[config.mk]
export PLATFORM = sky130hd
export DESIGN_NAME = hazard_scoreboard
export DESIGN_NICKNAME = d
export VERILOG_FILES = /design/src/rtl/hazard_pkg.sv /design/src/rtl/hz_entry_reg.sv /design/src/rtl/hazard_scoreboard.sv
export SDC_FILE = /design/constraint.sdc
export NUM_CORES = 1
export LEC_CHECK = 0
export ABC_CLOCK_PERIOD_IN_PS = 1500
export CAP_MARGIN = 20
export CORE_MARGIN = 8
export CORE_UTILIZATION = 44
export CTS_CLUSTER_SIZE = 16
export DETAILED_ROUTE_END_ITERATION = 12
export PLACE_DENSITY = 0.86
export SYNTH_ARGS = -nofsm -noshare
export SYNTH_HDL_FRONTEND = slang
export SYNTH_HIERARCHICAL = 1
export SYNTH_SLANG_ARGS = --single-unit
[constraint.sdc]
create_clock -name clk -period 1.5 [get_ports clk]
set_clock_uncertainty 0.05 [all_clocks]
set_input_delay 0.3 -clock clk [delete_from_list [all_inputs] [get_ports clk]]
set_output_delay 0.3 -clock clk [all_outputs]
set_load 0.01 [all_outputs]
[src/rtl/hazard_pkg.sv]
// hazard_pkg
// Shared types and constants for the hazard scoreboard slice.
//   entryFlags_t   : per-entry control flags carried down the shadow pipeline
//   FWD_RF         : forwarding select value meaning "take the register file"
//   PC_REG_DEFAULT : default architectural address of the PC register
//   fwdSelWidth()  : width of one forwarding select for a given stage count
package hazard_pkg;

    localparam int FWD_RF = 0;
    localparam logic [3:0] PC_REG_DEFAULT = 4'hF;

    typedef struct packed {
        logic valid;
        logic we;
        logic load;
        logic pcwr;
    } entryFlags_t;

    localparam int FLAG_W = $bits(entryFlags_t);

    // A select must encode 0 (register file) plus one code per stage.
    function automatic int fwdSelWidth(input int nfwd);
        return $clog2(nfwd + 1);
    endfunction

endpackage

[src/rtl/hz_entry_reg.sv]
// hz_entry_reg
// One shadow-pipeline entry register.
//   clk     : clock
//   reset   : asynchronous active-low reset, clears the entry
//   clear_i : synchronous bubble, loads an all-zero (invalid) entry
//   d_i     : next entry contents
//   q_o     : registered entry contents
module hz_entry_reg #(
    parameter int W = 8
) (
    input  logic         clk,
    input  logic         reset,
    input  logic         clear_i,
    input  logic [W-1:0] d_i,
    output logic [W-1:0] q_o
);

    logic [W-1:0] entry_q;

    // An all-zero entry is an invalid bubble, so reset and clear share it.
    always_ff @(posedge clk or negedge reset) begin
        if (!reset) begin
            entry_q <= '0;
        end else if (clear_i) begin
            entry_q <= '0;
        end else begin
            entry_q <= d_i;
        end
    end

    assign q_o = entry_q;

endmodule

[src/rtl/hazard_scoreboard.sv]
// hazard_scoreboard
// Hazard and forwarding controller with its own shadow pipeline of
// destination descriptors (E, then S1..S_NFWD).
//   clk, reset            : clock, asynchronous active-low reset
//   valid_d .. pcwr_d     : Decode instruction descriptor
//   cond_ok_e             : Execute instruction condition passed
//   branch_taken_e        : Execute branch redirects the PC
//   fwd_sel_e             : per read port, 0 = regfile, k = stage S_k
//   stall_f, stall_d      : hold PC / hold Decode register
//   flush_d, flush_e      : clear Decode / bubble into Execute
//   we_w, load_w, pcsrc_w : writeback controls from S_NFWD
//   wa_w                  : writeback address from S_NFWD
module hazard_scoreboard
    import hazard_pkg::*;
#(
    parameter int              AW       = 4,
    parameter int              NRP      = 2,
    parameter int              NFWD     = 2,
    parameter int              LOAD_LAT = 1,
    parameter logic [AW-1:0]   PC_REG   = AW'(PC_REG_DEFAULT),
    parameter int              FW       = fwdSelWidth(NFWD)
) (
    input  logic                clk,
    input  logic                reset,
    input  logic                valid_d,
    input  logic [NRP*AW-1:0]   ra_d,
    input  logic [NRP-1:0]      ra_used_d,
    input  logic [AW-1:0]       wa_d,
    input  logic                we_d,
    input  logic                load_d,
    input  logic                pcwr_d,
    input  logic                cond_ok_e,
    input  logic                branch_taken_e,
    output logic [NRP*FW-1:0]   fwd_sel_e,
    output logic                stall_f,
    output logic                stall_d,
    output logic                flush_d,
    output logic                flush_e,
    output logic                we_w,
    output logic                load_w,
    output logic                pcsrc_w,
    output logic [AW-1:0]       wa_w
);

    localparam int CW = FLAG_W + AW;
    localparam int SW = NRP * AW + NRP;

    logic [CW-1:0]     stage_q [0:NFWD];
    logic [NRP*AW-1:0] eRa_q;
    logic [NRP-1:0]    eRaUsed_q;
    entryFlags_t       flags [0:NFWD];
    logic [AW-1:0]     wa [0:NFWD];
    logic [CW-1:0]     decodeEntry_d;
    logic [CW-1:0]     s1Entry_d;
    logic              ldStall;
    logic              pcwrPend;

    // Unpack the registered entries into flags and destination address.
    always_comb begin
        for (int k = 0; k <= NFWD; k++) begin
            flags[k] = entryFlags_t'(stage_q[k][CW-1 -: FLAG_W]);
            wa[k]    = stage_q[k][AW-1:0];
        end
    end

    // E keeps the unqualified write flags; the condition is applied only
    // when the instruction leaves E, because it is resolved in Execute.
    always_comb begin
        entryFlags_t dFlags;
        entryFlags_t s1Flags;
        dFlags        = '{valid: valid_d, we: we_d, load: load_d, pcwr: pcwr_d};
        decodeEntry_d = {dFlags, wa_d};
        s1Flags       = flags[0];
        s1Flags.we    = flags[0].we & cond_ok_e;
        s1Flags.pcwr  = flags[0].pcwr & cond_ok_e;
        s1Entry_d     = {s1Flags, wa[0]};
    end

    // Only E needs the source addresses, so only its register carries them.
    for (genvar k = 0; k <= NFWD; k++) begin : g_stage
        if (k == 0) begin : g_exec
            logic [CW+SW-1:0] execQ;
            hz_entry_reg #(.W(CW + SW)) u_entry (
                .clk     (clk),
                .reset   (reset),
                .clear_i (flush_e | ~valid_d),
                .d_i     ({decodeEntry_d, ra_d, ra_used_d}),
                .q_o     (execQ)
            );
            assign stage_q[0] = execQ[SW +: CW];
            assign eRa_q      = execQ[NRP +: NRP*AW];
            assign eRaUsed_q  = execQ[NRP-1:0];
        end else begin : g_post
            hz_entry_reg #(.W(CW)) u_entry (
                .clk     (clk),
                .reset   (reset),
                .clear_i (1'b0),
                .d_i     ((k == 1) ? s1Entry_d : stage_q[k-1]),
                .q_o     (stage_q[k])
            );
        end
    end

    // Scanning from the oldest stage down lets the youngest writer win.
    always_comb begin
        logic [AW-1:0] raI;
        fwd_sel_e = '0;
        for (int i = 0; i < NRP; i++) begin
            raI = eRa_q[i*AW +: AW];
            fwd_sel_e[i*FW +: FW] = FW'(FWD_RF);
            for (int k = NFWD; k >= 1; k--) begin
                if (eRaUsed_q[i] && (raI != PC_REG) && flags[k].valid &&
                    flags[k].we && (wa[k] == raI) &&
                    (!flags[k].load || (k > LOAD_LAT))) begin
                    fwd_sel_e[i*FW +: FW] = FW'(k);
                end
            end
        end
    end

    // A load still too young to forward blocks a dependent in Decode.
    always_comb begin
        logic [AW-1:0] raI;
        ldStall = 1'b0;
        for (int i = 0; i < NRP; i++) begin
            raI = ra_d[i*AW +: AW];
            for (int j = 0; j <= NFWD; j++) begin
                if ((j < LOAD_LAT) && ra_used_d[i] && (raI != PC_REG) &&
                    flags[j].valid && flags[j].we && flags[j].load &&
                    (wa[j] == raI)) begin
                    ldStall = 1'b1;
                end
            end
        end
        ldStall = ldStall & valid_d;
    end

    // Fetch waits for any PC writer that has not yet reached writeback.
    always_comb begin
        pcwrPend = valid_d & pcwr_d;
        for (int k = 0; k < NFWD; k++) begin
            pcwrPend = pcwrPend | (flags[k].valid & flags[k].pcwr);
        end
    end

    assign pcsrc_w = flags[NFWD].valid & flags[NFWD].pcwr;
    assign we_w    = flags[NFWD].valid & flags[NFWD].we;
    assign load_w  = flags[NFWD].load;
    assign wa_w    = wa[NFWD];

    assign stall_f = ldStall | pcwrPend;
    assign stall_d = ldStall;
    assign flush_e = ldStall | branch_taken_e;
    assign flush_d = pcwrPend | pcsrc_w | branch_taken_e;

endmodule

==> results of run 1 <==
==> sequential cells by signal (all words and copies together), names as in the netlist <==
register / cells
g_stage.g_exec.u_entry/q_o: 18
g_stage.g_post.u_entry/q_o: 16
==> final timing paths <==
kind	startpoint	endpoint	slack [ns]
worst max-delay path	ra_d[1]	flush_e	-0.72
worst min-delay path	ra_d[2]	g_stage[0].g_exec.u_entry/q_o[4]	0.24
worst max register to register	g_stage[0].g_exec.u_entry/q_o[12]	g_stage[0].g_exec.u_entry/q_o[4]	-0.43
worst min register to register	g_stage[1].g_post.u_entry/q_o[6]	g_stage[2].g_post.u_entry/q_o[6]	0.44
max in group asynchronous	reset	g_stage[0].g_exec.u_entry/q_o[4]	0.97
min in group asynchronous	reset	g_stage[0].g_exec.u_entry/q_o[14]	0.25
==> kinds of logic (layout without fill, tap and decap cells) <==
kind of cell           count (synthesis)  after routing  synth area share
XOR/XNOR                              24             24             0.138
other                                  1             16           0.00246
AND/OR/NAND/NOR                       66             66             0.272
buffers and inverters                  1             71           0.00492
flip-flops                            34             34             0.558
AO/OA/AOI/OAI                          4              4            0.0246
==> layer usage <==
| layer | wire length, µm | vias to the layer above |
|---|---|---|
| li1 | - | 585 |
| met5 | 0 | - |
| met3 | 254 | 6 |
| met2 | 2050 | 43 |
| met4 | 72 | 0 |
| met1 | 1540 | 559 |
==> layout make-up <==
class,count,share of cell area
flip-flops and latches,34,0.359
repair buffers,63,0.246
multi-input cells,110,0.337
well taps,46,0.0243
clock inverters,3,0.0169
clock buffers,5,0.0158
==> stage by stage <==
step | total power [mW] | TNS, ns | hold slack [ns] | setup WS [ns]
floorplan | 1.07 | -0.236 | -0.0456 | -0.0528
global placement | 1.19 | -14.84 | 0.414 | -0.927
detailed placement | 1.20 | -16.43 | 0.419 | -0.998
CTS | 1.89 | -7.46 | 0.241 | -0.669
global route | 1.97 | -13.16 | 0.225 | -0.806
finish | 1.88 | -10.69 | 0.242 | -0.721
==> placed cells by master, fill, tap and decap left out, types with 5 or more instances in the layout <==
master,instances
buf_4,14
dfrtp_1,33
buf_6,16
nor2b_1,26
conb_1,16
xor2_1,9
clkbuf_4,5
dlygate4sd2_1,7
clkdlybuf4s50_1,16
and2b_1,7
buf_2,7
xnor2_1,12
==> worst max-delay path, stage by stage <==
cell and delay (ns):
clkdlybuf4s50_1 0.49, buf_4 0.13, a41oi_1 0.16, a32o_2 0.33, buf_6 0.12, or2_1 0.20, buf_2 0.14
==> power groups by stage <==
stage | sequential (mW) | combinational (mW) | clock, mW
finish | 0.971 | 0.260 | 0.654
global route | 0.974 | 0.281 | 0.711
CTS | 0.968 | 0.246 | 0.680
detailed placement | 0.987 | 0.217 | 0
global placement | 0.985 | 0.210 | 0
floorplan | 0.981 | 0.0902 | 0
==> repair_timing <==
item	in CTS	in global routing
pin swaps	16	3
gates resized for setup	70	14
setup buffers	16	3
setup endpoints to repair	33	29
==> out/metrics.csv, run 1 <==
stage,metric,value,unit
worst_setup_path,CP endpoint kind,primary output,
place,placed insts,235,
clocking,total CTS buffers,5,
worst_setup_path,Worst Path Arrival,1.87,ns
min_path,Hold Path Class,input pin to flop,
synthesis,predominant post-synthesis flop cell,dfrtp_1,
global_route,GR peak layer,met2,
global_route,All-Layer GR Usage,0.153,
synthesis,number of flops mapped to enable cells by yosys,0,
layout,Finished Layout Cells,261,
run_status,status,"complete, but fails checks",
synthesis,Synth Instances,130,
timing,FMAX,0.450,GHz
place,Post-DP Area,0.00209,mm²
pwr,internal power,1.44,mW
drt,DRC errors left,0,
floorplan,Die Width,74.9,µm
pwr,Comb power frac,0.138,
pwr,VDD IR max,0.600,mV
drt,1st-pass router iterations,4,
pwr,PD cells,795,mW/mm²
floorplan,CORE AREA,0.00334,mm²
drt,vias,1193,
worst_setup_path,CP required,1.15,ns
clocking,clock buffer depth,2,
worst_setup_path,Worst setup SP type,input pin,
floorplan,Die ar.,0.00561,mm²
drt,drt wl/cell,15.0,µm
global_route,pin count of the biggest net entering global routing,35,
timing,Final Hold Viols,0,
run,Max-Cap Viols,0,
pwr,sw frac,0.237,
min_path,worst hold stages,2,
synthesis,most frequent cell after synthesis,dfrtp_1,
synthesis,register area share after synthesis,0.558,
synthesis,Post-synth top cells,"dfrtp_1, nor2b_1, xnor2_1, xor2_1, and2b_1",
clocking,CTS root buf,clkbuf_4,
worst_setup_path,Critical Setup Path Class,input pin to primary output,
synthesis,Mapped Area,0.00153,mm²
clocking,CTS H-tree lvls,2,
pwr,sw power,0.448,mW
floorplan,FP Rows,21,
drt,Avg Vias per Cell,4.57,
layout,FF+latch area,852,µm²
clocking,clock sink total,34,
layout,utilization after layout,0.711,
synthesis,area share of the largest cell type after synthesis,0.558,
synthesis,dominant cell type by area after synthesis,dfrtp_1,
timing,worst setup margin,-0.721,ns
global_route,met2 Track Usage GR,0.260,
timing,Setup-failing EPs final,26,
global_route,total grt overflow,0,
layout,layout cell share with drive strength beyond 1,0.288,
global_route,vias in the first global route,1271,
synthesis,Synth Register Bits,34,
pwr,sequential power share,0.515,
global_route,GRT met1 Usage,0.165,
layout,number of diodes,0,
worst_setup_path,crit path max fanout,2,
clocking,cts hold-fix bufs,0,
timing,"Slew Viols, Final",0,
timing,final period utilization,1.48,
synthesis,post-synthesis async set-or-reset flop share,1.00,
worst_setup_path,worst reg2reg path depth,8,
floorplan,die height,74.9,µm
clocking,CTS tree,built,
synthesis,Yosys warnings,6,
place,post-DP HPWL,2590,µm
timing,RSZ-0062 raised after global routing,yes,
layout,area of the multi-input gates,800,µm²
global_route,initial antenna violation count,0,
floorplan,Ports,37,
layout,Post-layout nets,236,
place,placer congestion estimate,0.916,
clocking,"CTS clk-pin slew, worst paths",0.11,ns
global_route,first-pass GRT wire length,6240,µm
synthesis,number of library cell types mapped by synthesis,25,
drt,Antenna Nets Post-Route,0,
layout,FILL cells,229,
pwr,clock share of power,0.347,
clocking,Clock Latency Late Sink,0.34,ns
layout,fin area,0.00237,mm²
pwr,Static Leak,1.16,nW
run_status,violated checks,setup timing,
global_route,met3 usage in global routing,0.0573,
timing,min cycle time layout,2.22,ns
layout,area delta synth->final,55.5,%
floorplan,initial core utilization,0.457,
place,port bufs,36,
synthesis,Syn Area/Cell,11.7,µm²
drt,drt initial violations,75,
synthesis,most area-consuming cells after synthesis,"dfrtp_1, nor2b_1, xnor2_1",
drt,final WL,3920,µm
(Power assumes the default switching activity.)
==> run 2: changes to the inputs <==
Settings changed: ABC_CLOCK_PERIOD_IN_PS 1500 to 2090, CORE_UTILIZATION 44 to 48, PLACE_DENSITY 0.86 to 0.89.
Clock period 1.5 ns to 2.09 ns, I/O delays scaled along.
==> run 2 against run 1 <==
- the run still ends with setup timing left
- die area decreased by 6.6%
- final cell count shrank 3.1%
- routed wire length rose by 4.3%
- hold slack gained 0.075 ns
- clock power shrank 29%
- core utilization rose by 6.0 points
- worst setup slack improved by 0.53 ns
- cell area fell by 1.6%
- sequential power decreased by 28%
- largest power group unchanged
==> out/metrics.csv, run 2 (synthesis results as in run 1) <==
stage,metric,value,unit,change
run_status,status,"complete, but fails checks",,
run_status,violated checks,setup timing,,
layout,area delta synth->final,52.9,%,
layout,layout cell share with drive strength beyond 1,0.273,,-0.0156
place,port bufs,36,,unchanged
drt,final WL,4090,µm,+4.3%
worst_setup_path,CP required,1.62,ns,+0.47 ns
floorplan,Die ar.,0.00524,mm²,-6.6%
global_route,vias in the first global route,1366,,+7.5%
worst_setup_path,CP endpoint kind,primary output,,
drt,Avg Vias per Cell,4.90,,+7.2%
drt,drt initial violations,48,,-36%
layout,fin area,0.00233,mm²,-1.6%
timing,RSZ-0062 raised after global routing,yes,,
clocking,Clock Latency Late Sink,0.33,ns,about the same
timing,worst setup margin,-0.192,ns,+0.529 ns
run,Max-Cap Viols,0,,unchanged
layout,number of flip-flops in the largest register,18,,unchanged
clocking,CTS root buf,clkbuf_4,,
layout,"commonest non-fill, non-tap cells in the layout","dfrtp_1, nor2b_1, buf_4",,
place,Post-DP Area,0.00209,mm²,about the same
pwr,VDD IR max,0.741,mV,+23%
layout,"commonest non-fill, non-tap cell in the layout",dfrtp_1,,
floorplan,die height,72.4,µm,-3.3%
clocking,CTS H-tree lvls,2,,unchanged
worst_setup_path,Worst setup SP type,flop,,
clocking,CTS tree,built,,
timing,Setup-failing EPs final,3,,-88%
timing,Final Hold Viols,0,,unchanged
global_route,total grt overflow,0,,unchanged
worst_setup_path,cells along the critical path,"xor2_1, nor4_2, a32o_2, or2_1, buf_2",,
drt,DRC errors left,0,,unchanged
floorplan,FP Rows,20,,-4.8%
place,placer congestion estimate,0.807,,-12%
worst_setup_path,Critical Setup Path Class,flop to primary output,,
clocking,clock sink total,34,,unchanged
global_route,first-pass GRT wire length,6180,µm,-1.1%
floorplan,Ports,37,,unchanged
pwr,PD cells,573,mW/mm²,-28%
global_route,initial antenna violation count,0,,unchanged
worst_setup_path,Worst Setup SP,g_stage[0].g_exec.u_entry/q_o[13],,
timing,min cycle time layout,2.28,ns,
drt,WL met1,1570,µm,+1.6%
pwr,Static Leak,1.11,nW,-4.3%
floorplan,CORE AREA,0.00303,mm²,-9.3%
place,post-DP HPWL,2740,µm,+6.1%
timing,final period utilization,1.09,,
layout,Post-layout nets,230,,-2.5%
drt,drt wl/cell,16.2,µm,+7.6%
floorplan,Die Width,72.4,µm,-3.3%
place,placed insts,237,,+0.85%
drt,uppermost layer routed,met4,,
drt,1st-pass router iterations,4,,unchanged
drt,vias,1240,,+3.9%
min_path,worst min-delay path startpoint,ra_used_d[0],,
timing,"Slew Viols, Final",0,,unchanged
worst_setup_path,reg-to-reg critical path startpoint,g_stage[0].g_exec.u_entry/q_o[13],,
layout,number of diodes,0,,unchanged
clocking,cts hold-fix bufs,0,,unchanged
drt,met3 wire len,328,µm,+29%
clocking,"CTS clk-pin slew, worst paths",0.10,ns,about the same
clocking,total CTS buffers,5,,unchanged
global_route,All-Layer GR Usage,0.153,,-0.000458
global_route,pin count of the biggest net entering global routing,35,,unchanged
worst_setup_path,max incr delay on CP,0.45,ns,-0.04 ns
timing,FMAX,0.438,GHz,
worst_setup_path,crit path max fanout,4,,+2
clocking,clock buffer depth,2,,unchanged
floorplan,initial core utilization,0.504,,+0.0467
worst_setup_path,slowest cell on the critical path,dfrtp_2,,
worst_setup_path,Worst Path Arrival,1.81,ns,-0.06 ns
min_path,Hold Path Class,input pin to flop,,
layout,Finished Layout Cells,253,,-3.1%
drt,routed length on met2,2080,µm,+1.4%
drt,Antenna Nets Post-Route,0,,unchanged
[run 2: cell count changes in the layout (fill, tap and decap cells not counted), moves of 2 or more]
| cell | previous run | this run |
|---|---|---|
| buf_2 | 7 | 3 |
| buf_6 | 16 | 6 |
| xor2_2 | 1 | 3 |
| clkbuf_2 | 0 | 2 |
| buf_4 | 14 | 18 |
| dlygate4sd2_1 | 7 | 9 |
| xnor2_1 | 12 | 9 |
| clkinv_2 | 2 | 0 |
| xor2_1 | 9 | 7 |
| xnor2_2 | 2 | 5 |
| clkbuf_1 | 0 | 2 |
| nand2_2 | 3 | 1 |
[run 2: worst max-delay path: cells and delay by family (launching register included)]
family / cells / cell delay [ns]
DFF: 1 / 0.45
buffers and inverters: 1 / 0.14
xor gates and xnor gates: 1 / 0.18
AOI/OAI and AO/OA: 1 / 0.26
and+or+nand+nor: 2 / 0.47
[run 2: cell type report]
class	count	area, µm²
timing repair buffer	57	502
clock buffer	7	45.0
multi-input combinational	110	847
sequential	34	853
tap	44	55.1
clock inverter	1	30.0
fill	168	696
[run 2: timing repair]
| item | 4_1_cts | 5_1_grt |
|---|---|---|
| buffers inserted | 6 | 4 |
| gates resized for setup | 48 | 23 |
| endpoints found under the hold margin | 0 | 0 |
| gates cloned | 0 | 0 |
| pin swaps | 13 | 17 |
| endpoints found under the setup margin | 8 | 8 |
[run 2: final timing paths]
| path | endpoint | slack [ns] | cells after the start |
|---|---|---|---|
| min | g_stage[0].g_exec.u_entry/q_o[0] | 0.32 | 2 |
| min reg2reg | g_stage[2].g_post.u_entry/q_o[5] | 0.47 | 1 |
| min in group asynchronous | g_stage[0].g_exec.u_entry/q_o[15] | 0.42 | 2 |
| max | flush_e | -0.19 | 5 |
| max in group asynchronous | g_stage[0].g_exec.u_entry/q_o[13] | 1.25 | 2 |
| max reg2reg | g_stage[0].g_exec.u_entry/q_o[8] | 0.16 | 9 |
[run 2: where the power goes]
part | total [mW] | switching, mW | leakage (nW) | internal [mW]
Clock | 0.462 | 0.209 | 0.0395 | 0.254
Sequential | 0.697 | 0.0205 | 0.460 | 0.677
Combinational | 0.177 | 0.0829 | 0.606 | 0.0939
[run 2: through the flow]
stage / setup slack [ns] / total power, mW / hold slack [ns] / TNS (ns) / util
after floorplan: 0.375 / 0.766 / 0.0724 / 0 / -
after global placement: -0.562 / 0.854 / 0.416 / -2.39 / 0.689
after detailed placement: -0.646 / 0.862 / 0.450 / -4.43 / 0.689
after CTS: -0.114 / 1.32 / 0.427 / -0.227 / 0.733
after global routing: -0.272 / 1.40 / 0.298 / -0.731 / 0.770
final: -0.192 / 1.34 / 0.317 / -0.353 / 0.770
[run 2: metal layers]
metal	GRT usage	vias up
met5	0	-
met3	0.0634	12
li1	-	572
met4	0.0822	0
met2	0.260	61
met1	0.157	595
==> run 3: changes to the inputs <==
Settings changed: CORE_UTILIZATION 48 to 47, PLACE_DENSITY 0.89 to 0.88, SYNTH_HIERARCHICAL 1 to unset.
==> run 3 against run 2 <==
- the run still ends with setup timing left
- power barely moved
- count of clock-buffer cells in the layout down 2
- non-clock buffer count down 3
- final cell count decreased by 18%
- worst setup slack improved by 0.16 ns
- register-to-register slack improved by 0.23 ns
- global-route usage is 1.6 points lower
- core utilization shrank 7.7 points
- clock power is essentially flat
- combinational power fell by 4%
- die area down 3.8%
- first-iteration DRC count is 23% higher
- largest cell class unchanged
==> out/metrics.csv, run 3 <==
stage,metric,value,unit,change
run,Max-Cap Viols,0,,unchanged
synthesis,most area-consuming cells after synthesis,"dfrtp_1, xnor2_1, and2_1",,
synthesis,register area share after synthesis,0.599,,+0.0408
worst_setup_path,CP Depth,6,,+1
worst_setup_path,Critical Setup Path Class,input pin to primary output,,
worst_setup_path,crit path max fanout,3,,-1
timing,worst setup margin,-0.0333,ns,+0.159 ns
global_route,total grt overflow,0,,unchanged
timing,min cycle time layout,2.12,ns,-0.159 ns
drt,Antenna Nets Post-Route,0,,unchanged
floorplan,Die Width,71.0,µm,-1.9%
synthesis,dominant cell type by area after synthesis,dfrtp_1,,
synthesis,Synth Register Bits,34,,unchanged
global_route,vias in the first global route,1243,,-9.0%
synthesis,number of library cell types mapped by synthesis,22,,-12%
drt,final WL,3210,µm,-22%
synthesis,most frequent cell after synthesis,dfrtp_1,,
floorplan,FP Rows,20,,unchanged
clocking,clock sink total,34,,unchanged
timing,Final Hold Viols,0,,unchanged
layout,"commonest non-fill, non-tap cell in the layout",dfrtp_1,,
floorplan,die height,71.0,µm,-1.9%
min_path,Hold Path Class,input pin to flop,,
synthesis,number of flops mapped to enable cells by yosys,0,,unchanged
global_route,pin count of the biggest net entering global routing,35,,unchanged
worst_setup_path,worst reg2reg path depth,7,,-2
timing,FMAX,0.471,GHz,+7.5%
drt,drt initial violations,59,,+23%
place,placed insts,196,,-17%
global_route,initial antenna violation count,0,,unchanged
timing,"Slew Viols, Final",0,,unchanged
synthesis,Mapped Area,0.00142,mm²,-6.8%
worst_setup_path,Worst Path Arrival,1.66,ns,-0.15 ns
min_path,worst hold stages,2,,unchanged
worst_setup_path,Buf/Inv on CP,2,,+1
clocking,Clock Latency Late Sink,0.33,ns,about the same
synthesis,Synth Instances,113,,-13%
global_route,All-Layer GR Usage,0.137,,-0.0158
drt,1st-pass router iterations,4,,unchanged
place,placer congestion estimate,0.918,,+14%
run_status,violated checks,setup timing,,
place,Post-DP Area,0.00192,mm²,-7.8%
run_status,status,"complete, but fails checks",,
clocking,total CTS buffers,5,,unchanged
worst_setup_path,cells along the critical path,"clkdlybuf4s50_1, xor2_1, a41oi_2, a22oi_2, o21bai_1, buf_2",,
worst_setup_path,CP endpoint kind,primary output,,
timing,final period utilization,1.02,,-0.0760
drt,vias,1065,,-14%
drt,drt wl/cell,15.5,µm,-4.1%
layout,layout cell share with drive strength beyond 1,0.270,,-0.00261
layout,"commonest non-fill, non-tap cells in the layout","dfrtp_1, and2_1, clkdlybuf4s50_1",,
worst_setup_path,slowest cell on the critical path,clkdlybuf4s50_1,,
synthesis,Syn Area/Cell,12.6,µm²,+7.2%
pwr,PD cells,654,mW/mm²,+14%
synthesis,Post-synth top cells,"dfrtp_1, and2_1, xnor2_1, xor2_1, nand2_1",,
timing,Least-Margin Pin Slew,0.402,ns,
layout,area delta synth->final,43.9,%,
drt,DRC errors left,0,,unchanged
layout,fin area,0.00205,mm²,-12%
synthesis,area share of the largest cell type after synthesis,0.599,,+0.0408
floorplan,CORE AREA,0.00295,mm²,-2.5%
floorplan,initial core utilization,0.481,,-0.0224
synthesis,predominant post-synthesis flop cell,dfrtp_1,,
floorplan,Die ar.,0.00504,mm²,-3.8%
timing,hold_ws,0.321,ns,+0.00393 ns
layout,Finished Layout Cells,207,,-18%
layout,number of flip-flops in the largest register,18,,unchanged
clocking,CTS tree,built,,
pwr,Static Leak,0.942,nW,-15%
synthesis,Yosys warnings,0,,-6
synthesis,post-synthesis async set-or-reset flop share,1.00,,unchanged
layout,number of diodes,0,,unchanged
worst_setup_path,Worst setup SP type,input pin,,
floorplan,Ports,37,,unchanged
clocking,CTS root buf,clkbuf_4,,
drt,Avg Vias per Cell,5.14,,+5.0%
worst_setup_path,CP required,1.62,ns,about the same
worst_setup_path,family with the most delay on the worst path,buffers and inverters,,
timing,relative slew slack,0.732,,
clocking,clock buffer depth,2,,unchanged
synthesis,syn nets,135,,
clocking,CTS H-tree lvls,2,,unchanged
pwr,VDD IR max,0.335,mV,-55%
timing,Setup-failing EPs final,2,,-1
layout,Post-layout nets,195,,-15%
global_route,first-pass GRT wire length,5560,µm,-9.9%
place,port bufs,36,,unchanged
timing,RSZ-0062 raised after global routing,yes,,
clocking,cts hold-fix bufs,0,,unchanged
worst_setup_path,max incr delay on CP,0.44,ns,about the same
clocking,"CTS clk-pin slew, worst paths",0.10,ns,about the same
-- run 3: cell count changes after synthesis, sizes merged, moves of 2 or more --
| cell | delta |
|---|---|
| nor2b | -27 |
| and2 | +17 |
| and2b | -7 |
| xnor2 | +2 |
| xor2 | -2 |
-- run 3: through the flow --
step,setup TNS [ns],worst slack (ns),total power [mW],util
global route,-0.286,-0.115,1.39,0.693
detailed placement,-2.51,-0.617,0.887,0.652
global placement,-1.93,-0.552,0.878,0.652
floorplan,0,0.213,0.779,-
CTS,-0.156,-0.0764,1.35,0.679
finish,-0.0535,-0.0333,1.34,0.693
-- run 3: cell type report --
type | count | area, µm²
sequential | 34 | 853
clock buffer | 5 | 37.5
timing repair buffer | 54 | 454
fill | 216 | 907
inverter | 1 | 3.75
tap | 33 | 41.3
clock inverter | 3 | 40.0
multi-input combinational | 77 | 616
-- run 3: routing by layer --
| metal | GRT usage | routed length (µm) | vias to the layer above |
|---|---|---|---|
| met1 | 0.147 | 1320 | 517 |
| met3 | 0.0480 | 202 | 9 |
| met5 | 0 | 0 | - |
| met4 | 0.0577 | 72 | 0 |
| met2 | 0.239 | 1620 | 39 |
| li1 | - | - | 500 |
-- run 3: cell families after synthesis --
family / synth area share
AOI/OAI and AO/OA: 0.0458
xor gates and xnor gates: 0.148
buffers and inverters: 0.0106
DFF: 0.599
and+or+nand+nor: 0.197
-- run 3: what timing repair did --
item / in CTS / in global routing
buffers inserted: 2 / 1
gates resized for setup: 41 / 12
endpoints found under the setup margin: 8 / 7
pin swaps: 10 / 7
-- run 3: worst paths after layout --
check                                                   from                                 to  slack (ns)
max reg2reg                g_stage[0].g_exec.u_entry.q_o[11]   g_stage[0].g_exec.u_entry.q_o[6]        0.39
min                                             ra_used_d[0]   g_stage[0].g_exec.u_entry.q_o[0]        0.32
max                                                  ra_d[3]                            flush_e       -0.03
min reg2reg                 g_stage[1].g_post.u_entry.q_o[6]   g_stage[2].g_post.u_entry.q_o[6]        0.34
max in group asynchronous                              reset   g_stage[0].g_exec.u_entry.q_o[6]        1.25
min in group asynchronous                              reset  g_stage[0].g_exec.u_entry.q_o[17]        0.42
-- run 3: power by group --
part / internal, mW / switching, mW / total, mW
logic: 0.0966 / 0.0732 / 0.170
registers: 0.682 / 0.0250 / 0.707
clock network: 0.248 / 0.212 / 0.460
